File: src/rtl/multicycle_ctrl_unit.sv
// Multi-cycle RV32I control unit.
// Drives the datapath control bundle, sequences the instruction and data memory
// handshakes, and traps on illegal instructions, misaligned accesses and memory timeouts.
//
// state  | meaning
// -------+-----------------------------------------------------------
// FETCH  | imem_req high; latch instr into IR on imem_ack
// DECODE | check the IR for legality, then go to EXEC or TRAP
// EXEC   | operand/ALU/imm selects; branches and jumps retire here
// MEM    | data access at address=result; stores retire on dmem_ack
// WB     | register write-back (ALU, LUI, AUIPC, load); retire
// TRAP   | sticky illegal flag; everything idle until rst
module multicycle_ctrl_unit #(
  parameter int unsigned MEM_TIMEOUT      = 16,
  parameter bit          ALLOW_MISALIGNED = 1'b0
) (
  input  logic        clk,
  input  logic        rst,
  output logic        imem_req,
  input  logic        imem_ack,
  input  logic [31:0] instr,
  output logic        dmem_req,
  output logic        dmem_we,
  input  logic        dmem_ack,
  input  logic        b_flag,
  input  logic [31:0] result,
  output logic        ir_wr_en,
  output logic        pc_wr_en,
  output logic        rf_wr_en,
  output logic        src_1_sel,
  output logic        src_2_sel,
  output logic        addr_align,
  output logic        dst_addr_sel,
  output logic [1:0]  pc_sel,
  output logic [1:0]  rd_data_sel,
  output logic [1:0]  wr_data_sel,
  output logic [2:0]  imm_sel,
  output logic [2:0]  ld_ctrl,
  output logic [4:0]  s_ctrl,
  output logic [3:0]  alu_ctrl,
  output logic        retire,
  output logic        illegal
);

  // Counter wide enough to hold MEM_TIMEOUT; a 1-bit stub when the timeout is disabled.
  localparam int unsigned TW = (MEM_TIMEOUT > 1) ? $clog2(MEM_TIMEOUT + 1) : 1;
  localparam logic [TW-1:0] TMO_LIMIT = TW'(MEM_TIMEOUT);

  localparam logic [6:0] OPC_LUI    = 7'b0110111;
  localparam logic [6:0] OPC_AUIPC  = 7'b0010111;
  localparam logic [6:0] OPC_JAL    = 7'b1101111;
  localparam logic [6:0] OPC_JALR   = 7'b1100111;
  localparam logic [6:0] OPC_BRANCH = 7'b1100011;
  localparam logic [6:0] OPC_LOAD   = 7'b0000011;
  localparam logic [6:0] OPC_STORE  = 7'b0100011;
  localparam logic [6:0] OPC_OPIMM  = 7'b0010011;
  localparam logic [6:0] OPC_OP     = 7'b0110011;

  localparam logic [2:0] IMM_I = 3'b000;
  localparam logic [2:0] IMM_S = 3'b001;
  localparam logic [2:0] IMM_B = 3'b010;
  localparam logic [2:0] IMM_U = 3'b011;
  localparam logic [2:0] IMM_J = 3'b100;

  typedef enum logic [2:0] {
    S_FETCH  = 3'd0,
    S_DECODE = 3'd1,
    S_EXEC   = 3'd2,
    S_MEM    = 3'd3,
    S_WB     = 3'd4,
    S_TRAP   = 3'd5
  } state_t;

  state_t         state_q, state_d;
  logic [31:0]    ir_q, ir_d;
  logic [TW-1:0]  tmo_q, tmo_d;
  logic           illegal_q, illegal_d;

  logic [6:0] opcode;
  logic [4:0] rd;
  logic [2:0] funct3;
  logic [6:0] funct7;
  logic       rd_nz;

  assign opcode = ir_q[6:0];
  assign rd     = ir_q[11:7];
  assign funct3 = ir_q[14:12];
  assign funct7 = ir_q[31:25];
  assign rd_nz  = (rd != 5'd0);

  // Register-source fields and the upper address bits never influence control.
  logic unused_bits;
  assign unused_bits = ^{ir_q[24:15], result[31:2]};

  logic is_lui, is_auipc, is_jal, is_jalr, is_branch;
  logic is_load, is_store, is_opimm, is_op, ir_legal;

  // Instruction class and RV32I legality of the latched IR.
  always_comb begin
    is_lui    = 1'b0;
    is_auipc  = 1'b0;
    is_jal    = 1'b0;
    is_jalr   = 1'b0;
    is_branch = 1'b0;
    is_load   = 1'b0;
    is_store  = 1'b0;
    is_opimm  = 1'b0;
    is_op     = 1'b0;
    ir_legal  = 1'b0;
    case (opcode)
      OPC_LUI: begin
        is_lui   = 1'b1;
        ir_legal = 1'b1;
      end
      OPC_AUIPC: begin
        is_auipc = 1'b1;
        ir_legal = 1'b1;
      end
      OPC_JAL: begin
        is_jal   = 1'b1;
        ir_legal = 1'b1;
      end
      OPC_JALR: begin
        is_jalr  = 1'b1;
        ir_legal = (funct3 == 3'b000);
      end
      OPC_BRANCH: begin
        is_branch = 1'b1;
        ir_legal  = (funct3[2:1] != 2'b01);
      end
      OPC_LOAD: begin
        is_load  = 1'b1;
        ir_legal = (funct3 == 3'b000) || (funct3 == 3'b001) || (funct3 == 3'b010) ||
                   (funct3 == 3'b100) || (funct3 == 3'b101);
      end
      OPC_STORE: begin
        is_store = 1'b1;
        ir_legal = (funct3 == 3'b000) || (funct3 == 3'b001) || (funct3 == 3'b010);
      end
      OPC_OPIMM: begin
        is_opimm = 1'b1;
        // Shift-immediates carry funct7 in the upper immediate bits.
        case (funct3)
          3'b001:  ir_legal = (funct7 == 7'b0000000);
          3'b101:  ir_legal = (funct7 == 7'b0000000) || (funct7 == 7'b0100000);
          default: ir_legal = 1'b1;
        endcase
      end
      OPC_OP: begin
        is_op    = 1'b1;
        ir_legal = (funct7 == 7'b0000000) ||
                   ((funct7 == 7'b0100000) && ((funct3 == 3'b000) || (funct3 == 3'b101)));
      end
      default: ir_legal = 1'b0;
    endcase
  end

  logic misaligned, mem_trap;
  logic imem_req_act, dmem_req_act, req_any, ack_any, tmo_hit;

  // Alignment check on the effective address for the current access size.
  always_comb begin
    misaligned = ((funct3[1:0] == 2'b10) && (result[1:0] != 2'b00)) ||
                 ((funct3[1:0] == 2'b01) && result[0]);
    mem_trap   = misaligned && !ALLOW_MISALIGNED;
  end

  // Request/ack qualification; an ack with no request outstanding is ignored.
  always_comb begin
    imem_req_act = (state_q == S_FETCH);
    dmem_req_act = (state_q == S_MEM) && !mem_trap;
    req_any      = imem_req_act || dmem_req_act;
    ack_any      = (imem_req_act && imem_ack) || (dmem_req_act && dmem_ack);
    tmo_hit      = (MEM_TIMEOUT != 0) && req_any && !ack_any &&
                   ((tmo_q + TW'(1)) == TMO_LIMIT);
  end

  // Next-state, IR capture, timeout count and sticky trap flag.
  always_comb begin
    state_d = state_q;
    ir_d    = ir_q;
    case (state_q)
      S_FETCH: begin
        if (imem_ack) begin
          ir_d    = instr;
          state_d = S_DECODE;
        end else if (tmo_hit) begin
          state_d = S_TRAP;
        end
      end
      S_DECODE: state_d = ir_legal ? S_EXEC : S_TRAP;
      S_EXEC: begin
        if (is_branch || is_jal || is_jalr)  state_d = S_FETCH;
        else if (is_load || is_store)        state_d = S_MEM;
        else                                 state_d = S_WB;
      end
      S_MEM: begin
        if (mem_trap)       state_d = S_TRAP;
        else if (dmem_ack)  state_d = is_load ? S_WB : S_FETCH;
        else if (tmo_hit)   state_d = S_TRAP;
      end
      S_WB:    state_d = S_FETCH;
      S_TRAP:  state_d = S_TRAP;
      default: state_d = S_FETCH;
    endcase

    if ((state_d != state_q) || ack_any || !req_any) tmo_d = '0;
    else if (MEM_TIMEOUT != 0)                       tmo_d = tmo_q + TW'(1);
    else                                             tmo_d = tmo_q;

    illegal_d = illegal_q || (state_d == S_TRAP);
  end

  // State registers with synchronous reset.
  always_ff @(posedge clk) begin
    if (rst) begin
      state_q   <= S_FETCH;
      ir_q      <= '0;
      tmo_q     <= '0;
      illegal_q <= 1'b0;
    end else begin
      state_q   <= state_d;
      ir_q      <= ir_d;
      tmo_q     <= tmo_d;
      illegal_q <= illegal_d;
    end
  end

  // Control outputs from state + IR; everything is forced low while rst is high.
  always_comb begin
    imem_req     = 1'b0;
    dmem_req     = 1'b0;
    dmem_we      = 1'b0;
    ir_wr_en     = 1'b0;
    pc_wr_en     = 1'b0;
    rf_wr_en     = 1'b0;
    src_1_sel    = 1'b0;
    src_2_sel    = 1'b0;
    addr_align   = 1'b0;
    dst_addr_sel = 1'b0;
    pc_sel       = 2'b00;
    rd_data_sel  = 2'b00;
    wr_data_sel  = 2'b00;
    imm_sel      = IMM_I;
    ld_ctrl      = 3'b000;
    s_ctrl       = 5'b00000;
    alu_ctrl     = 4'b0000;
    retire       = 1'b0;
    illegal      = illegal_q && !rst;

    if (!rst) begin
      // Operand/ALU/imm selects are held from EXEC through WB so result stays stable.
      if ((state_q == S_EXEC) || (state_q == S_MEM) || (state_q == S_WB)) begin
        src_1_sel = is_auipc;
        src_2_sel = is_opimm || is_load || is_store || is_jalr || is_auipc || is_lui;
        if (is_store)                   imm_sel = IMM_S;
        else if (is_branch)             imm_sel = IMM_B;
        else if (is_lui || is_auipc)    imm_sel = IMM_U;
        else if (is_jal)                imm_sel = IMM_J;
        else                            imm_sel = IMM_I;
        if (is_op)           alu_ctrl = {funct7[5], funct3};
        else if (is_opimm)   alu_ctrl = {(funct3 == 3'b101) ? funct7[5] : 1'b0, funct3};
        else if (is_branch)  alu_ctrl = 4'b0001;
        else                 alu_ctrl = 4'b0000;
        if (is_load || is_branch) ld_ctrl = funct3;
      end

      case (state_q)
        S_FETCH: begin
          imem_req = 1'b1;
          ir_wr_en = imem_ack;
        end
        S_EXEC: begin
          if (is_branch) begin
            pc_wr_en = 1'b1;
            pc_sel   = b_flag ? 2'b01 : 2'b00;
            retire   = 1'b1;
          end else if (is_jal || is_jalr) begin
            rf_wr_en    = rd_nz;
            rd_data_sel = 2'b10;
            pc_wr_en    = 1'b1;
            pc_sel      = is_jal ? 2'b01 : 2'b10;
            retire      = 1'b1;
          end
        end
        S_MEM: begin
          if (!mem_trap) begin
            dmem_req     = 1'b1;
            dmem_we      = is_store;
            addr_align   = 1'b1;
            dst_addr_sel = 1'b1;
            if (is_store) begin
              s_ctrl      = {1'b1, 1'b0, funct3};
              wr_data_sel = funct3[1:0];
              if (dmem_ack) begin
                pc_wr_en = 1'b1;
                pc_sel   = 2'b00;
                retire   = 1'b1;
              end
            end
          end
        end
        S_WB: begin
          rf_wr_en = rd_nz;
          pc_wr_en = 1'b1;
          pc_sel   = 2'b00;
          retire   = 1'b1;
          if (is_load)      rd_data_sel = 2'b01;
          else if (is_lui)  rd_data_sel = 2'b11;
          else              rd_data_sel = 2'b00;
        end
        default: ;
      endcase
    end
  end

endmodule
File: config.mk
export PLATFORM = sky130hd
export DESIGN_NAME = multicycle_ctrl_unit
export DESIGN_NICKNAME = d
export VERILOG_FILES = /design/src/rtl/multicycle_ctrl_unit.sv
export SDC_FILE = /design/constraint.sdc
export NUM_CORES = 1
export LEC_CHECK = 0
export ABC_AREA = 1
export BUFFER_PORTS_ARGS = -buffer_cell sky130_fd_sc_hd__buf_2
export CAP_MARGIN = 10
export CORE_MARGIN = 1
export CORE_UTILIZATION = 45
export DETAILED_ROUTE_END_ITERATION = 10
export PLACE_DENSITY = 0.82
export SLEW_MARGIN = 40
export SYNTH_ARGS = -nofsm -noshare
export SYNTH_HDL_FRONTEND = slang
export SYNTH_SLANG_ARGS = --single-unit
export TNS_END_PERCENT = 50
File: constraint.sdc
create_clock -name clk -period 1.9 [get_ports clk]
set_input_delay 0.38 -clock clk [delete_from_list [all_inputs] [get_ports clk]]
set_output_delay 0.38 -clock clk [all_outputs]
set_load 0.005 [all_outputs]
==> results of run 1 <==
==> area by class of cell <==
class,instances,area share (%)
flip-flops and latches,31,23.2
multi-input cells,222,46.5
repair buffers,85,18.1
clock buffers,8,3.60
well taps,50,2.25
inverters,44,6.38
==> stage by stage <==
step | TNS (ns) | hold slack, ns
global placement | 0 | 0.436
floorplan | 0 | 0.421
detailed placement | 0 | 0.441
finish | -1.12 | 0.356
global route | -3.25 | 0.369
CTS | -0.953 | 0.351
==> flip-flops by register name, summed over array words and instances (netlist names) <==
register and flops:
illegal_q 1, tmo_q 5, ir_q 22, state_q 3
==> worst register-to-register path: stages, from the launching register on <==
cell and delay [ns]:
dfxtp_4 0.37, buf_4 0.15, nor3_4 0.19, nand2_4 0.10, buf_4 0.16, o21ai_2 0.12
inv_1 0.05, nand3_1 0.11, nand2_1 0.08, a21oi_2 0.16, nor2_2 0.06, nand2_4 0.10
nor2_2 0.04
==> final timing paths <==
path,startpoint,to,slack [ns],depth (start not counted)
setup reg to reg,ir_q[5],tmo_q[4],0.09,12
hold / removal,instr[0],ir_q[0],0.36,3
setup / recovery,state_q[1],alu_ctrl[3],-0.15,7
hold reg to reg,tmo_q[0],tmo_q[0],0.44,1
==> per-layer routing <==
layer  up-vias  wire (um)
li1       1147          -
met1      1018       2460
met2        92       2580
met3        12        419
met4         0        144
met5         -          0
==> repair_timing <==
action                                  CTS  global route
hold endpoints to repair                  0             0
buffers inserted                          5             5
resized for setup                        41            48
pin swaps                                10             8
endpoints found under the setup margin   26            34
==> power groups by stage <==
stage | Clock (uW) | Sequential (uW) | Combinational (uW)
floorplan | 0 | 753 | 244
global placement | 0 | 762 | 339
detailed placement | 0 | 765 | 344
CTS | 584 | 756 | 377
global route | 605 | 771 | 484
finish | 572 | 763 | 433
==> placed cells by master, fill, tap and decap left out, types with 3 or more instances in the layout <==
| master | synthesis | layout |
|---|---|---|
| buf_2 | 1 | 60 |
| nand2_1 | 59 | 49 |
| inv_1 | 39 | 33 |
| a21oi_1 | 33 | 31 |
| nor2_1 | 43 | 28 |
| nand3_1 | 30 | 28 |
| buf_4 | 7 | 21 |
| dfxtp_1 | 31 | 19 |
| nor2_2 | 8 | 15 |
| nand2_2 | 4 | 11 |
| nor2_4 | 3 | 11 |
| o21ai_0 | 12 | 10 |
| dfxtp_2 | 0 | 8 |
| clkbuf_8 | 0 | 7 |
| inv_4 | 0 | 5 |
| inv_2 | 3 | 5 |
| nand2_4 | 2 | 5 |
| nor3_1 | 11 | 5 |
| nor3_2 | 0 | 4 |
| dfxtp_4 | 0 | 4 |
| buf_6 | 0 | 4 |
| nand3_2 | 1 | 3 |
==> cells by family after synthesis <==
| kind of cell | Yosys count | synth area share [%] |
|---|---|---|
| xor+xnor | 1 | 0.448 |
| fa+ha+maj | 2 | 1.28 |
| compound gates | 53 | 14.4 |
| other cells | 1 | 0.192 |
| buf+inv | 61 | 13.2 |
| flops | 31 | 31.8 |
| simple gates | 165 | 38.7 |
==> flow_summary.yaml, run 1 <==
status:
  status: "finished, violations left"
  violations: "negative setup slack"
final_layout:
  seq_area_um2: 646
  num_antenna_cells: 0
  drive_gt1_share_pct: 45.1
  final_area_um2: 2780
  instances_no_fill: 440
  multi_input_area_um2: 1290
  fin_nets: 460
  syn2layout_area_growth_pct: 42.4
  fill_cells: 342
  final_util_pct: 68.1
power:
  cellLeakagePower_uw: 0.00132
  p_int_uw: 1210
  vdd_drop_max_mv: 0.475
  switching_share_pct: 31.4
  p_sw_uw: 556
  p_per_area_nw_per_um2: 635
  pwr-share-seq_pct: 43.2
  p_comb_share_pct: 24.5
  p_clk_share_pct: 32.3
  finalPower_uw: 1770
place:
  detailed_place_hpwl_um: 3650
  place_worst_setup_slack_ns: 0.0575
  place_area_um2: 2340
  globalplace.congestion: 0.900
  portBuffers: 60
  place_inst: 422
worst_setup_path:
  cp_data_arrival_time_ns: 1.67
  cp_common_cell: "nor2_4"
  worstSetupPathType: "flip-flop to primary output"
  path_delay_family: "simple AND/OR/NAND/NOR gates"
  crit_required_ns: 1.52
  cp_slowest_cell: "dfxtp_2"
  startpoint_type: "flip-flop"
  endpoint_kind: "primary output"
  max_stage_delay_ns: 0.33
  path_cells: "or2_4 -> nor2_4 -> nor2_4 -> nor2_4 -> nand2_2 -> a211oi_2 -> buf_2"
  timing.critical_path.buf_inv: 1
  cp_max_fo: 3
floorplanning:
  die_w_um: 67.9
  core_area_um2: 4090
  die_y_um: 67.9
  row_count: 23
  start_util_pct: 47.8
  die_area_um2: 4610
  io_pins: 102
yosys:
  synth-seq-area-share_pct: 31.8
  synth_area_leader_cell: "dfxtp_1"
  synth_most_common_cell: "nand2_1"
  synth_commonest_cells: "59 x nand2_1, 43 x nor2_1, 39 x inv_1"
  netlist_area_um2: 1950
  dominantRegCellSynth: "dfxtp_1"
  synth-seq-cells: 31
  yosysUniqueCellTypes: 32
  synth_nets: 385
  syn_area_per_cell_um2: 6.22
  yosys.area.top_type_share_pct: 31.8
  postSynth.asyncResetShare_pct: 0
  synth_edf_count: 0
  yosys_warnings: 0
  syn_inst: 314
  synth.area.top_cells: "dfxtp_1 32%, nand2_1 11%, a21oi_1 8.5%"
clock_tree:
  clock_latency_ns: 0.29
  clkSinkCount: 31
  cts.clk_slew.worst_paths_ns: 0.06
  htreeDepth: 2
  cts_tree: "built"
  numCtsBuffers: 5
  hold_buffers: 0
  cts_root_buf: "clkbuf_8"
  clock_path_buffers: 2
global_routing:
  gr-total-overflow: 0
  use_met1_pct: 30.9
  grt_usage_pct: 23.1
  grt_pass1_wl_um: 7870
  grt_pass1_vias: 1752
  gr-usage-met2_pct: 35.5
  grt_max_degree: 26
  top_usage_layer: "met2"
  antenna_found_initial: 0
  met3_usage_pct: 5.83
flow_run:
  max-cap-violations: 0
sta:
  hold_viol: 0
  post-route-min-period_ns: 2.05
  fmaxAchievable_mhz: 489
  slew_viol_final: 0
  finalSetupViolCount: 21
  grt_setup_unrepaired: "true"
  clock_skew_ns: 0.00598
  fin_crit_sh_pct: 108
  fin_ws_ns: -0.147
drt:
  num_vias: 2269
  avgRoutedWirePerCell_um: 12.7
  via_per_inst: 5.16
  drt_iter0_markers: 199
  ant_nets: 0
  wl_um: 5600
  first_pass_iters: 4
  post-route-drc-count: 0
min_path:
  hp-class: "input port to flip-flop"
Power figures use the tool's default switching activity.
==> run 2, diff against run 1 <==
- CORE_UTILIZATION: 45 -> 43
- PLACE_DENSITY: 0.82 -> 0.79
==> flow_summary.yaml, run 2 (synthesis gave the netlist of run 1 again) <==
place:
  globalplace.congestion: 0.889
  detailed_place_hpwl_um: 3740
  place_area_um2: 2340
  portBuffers: 60
  place_worst_setup_slack_ns: 0.0244
sta:
  slew_viol_final: 0
  whs_ns: 0.363
  fin_ws_ns: -0.0893
  clock_skew_ns: 0.00463
  grt_setup_unrepaired: "true"
  post-route-min-period_ns: 1.99
  finalSetupViolCount: 16
  hold_viol: 0
  fmaxAchievable_mhz: 503
  fin_crit_sh_pct: 105
final_layout:
  final_area_um2: 2790
  regMostFlops: "ir_q"
  num_antenna_cells: 0
  layout_commonest_cell: "buf_2"
  drive_gt1_share_pct: 45.3
  largest_reg_flops: 22
  syn2layout_area_growth_pct: 42.5
  reg_top3: "ir_q x22, tmo_q x5, state_q x3"
  fin_nets: 461
  final_util_pct: 64.0
  layout_common_cells: "60 x buf_2, 50 x nand2_1, 32 x inv_1, 32 x a21oi_1, 29 x nor2_1"
drt:
  drt_iter0_markers: 163
  avgRoutedWirePerCell_um: 12.5
  first_pass_iters: 4
  post-route-drc-count: 0
  via_per_inst: 5.19
  num_vias: 2297
  ant_nets: 0
  wl_um: 5540
floorplanning:
  die_area_um2: 4820
  die_y_um: 69.4
  core_area_um2: 4350
  start_util_pct: 44.9
  row_count: 24
  die_w_um: 69.4
  io_pins: 102
status:
  violations: "negative setup slack"
  status: "finished, violations left"
clock_tree:
  hold_buffers: 0
  clock_path_buffers: 2
  cts_root_buf: "clkbuf_8"
  cts.clk_slew.worst_paths_ns: 0.06
  clkSinkCount: 31
  htreeDepth: 2
  numCtsBuffers: 5
  clock_latency_ns: 0.28
  cts_tree: "built"
global_routing:
  grt_pass1_wl_um: 8310
  grt_max_degree: 27
  grt_pass1_vias: 1980
  antenna_found_initial: 0
  grt_usage_pct: 21.3
  gr-total-overflow: 0
worst_setup_path:
  crit_required_ns: 1.52
  worstSetupPathType: "flip-flop to primary output"
  startpoint_type: "flip-flop"
  cp_data_arrival_time_ns: 1.61
  endpoint_kind: "primary output"
  cp_max_fo: 3
power:
  finalPower_uw: 1690
  cellLeakagePower_uw: 0.00132
  vdd_drop_max_mv: 0.424
  p_per_area_nw_per_um2: 606
min_path:
  hp-class: "input port to flip-flop"
flow_run:
  max-cap-violations: 0
## run 2: timing repair
item | 4_1_cts | 5_1_grt
cloned | 0 | 0
pin swaps | 7 | 19
gates resized for setup | 32 | 60
endpoints found under the setup margin | 25 | 34
setup buffers | 4 | 7
## run 2: area by class of cell
| class | instances | area [um^2] |
|---|---|---|
| clock buffer | 7 | 76.3 |
| multi-input combinational | 222 | 1310 |
| timing repair buffer | 86 | 503 |
| fill | 395 | 1570 |
| tap | 52 | 65.1 |
| clock inverter | 1 | 5.00 |
| inverter | 44 | 181 |
| sequential | 31 | 648 |
## run 2: per-layer routing
metal / global-route usage (%) / up-vias / wire length (um)
met3: 4.51 / 10 / 367
met4: 9.52 / 0 / 112
met2: 34.5 / 95 / 2760
met1: 27.0 / 1039 / 2300
li1: - / 1153 / -
met5: 0 / - / 0
## run 2: where the power goes
part | total, uW | internal, uW | switching [uW]
logic | 432 | 168 | 264
clock network | 494 | 256 | 238
registers | 762 | 711 | 51.2
total | 1690 | 1140 | 553
## run 2: worst max-delay path: stages, from the launching register on
cell and delay [ns]:
dfxtp_2 0.32, or2_4 0.26, nor2_4 0.15, nor2_4 0.06, nor2_4 0.14, nand2_2 0.10, a211oi_2 0.15, buf_2 0.14
## run 2: worst paths after layout
path         startpoint     endpoint  slack (ns)  cells past startpoint
max          state_q[0]  alu_ctrl[3]       -0.09                      7
min            instr[1]      ir_q[1]        0.36                      3
max reg2reg  state_q[0]     tmo_q[0]        0.09                     14
min reg2reg   illegal_q    illegal_q        0.46                      2
## run 2: through the flow
step,std cells,TNS [ns]
CTS,436,-0.707
floorplan,314,0
global placement,424,0
finish,443,-0.681
global route,443,-2.31
detailed placement,424,0
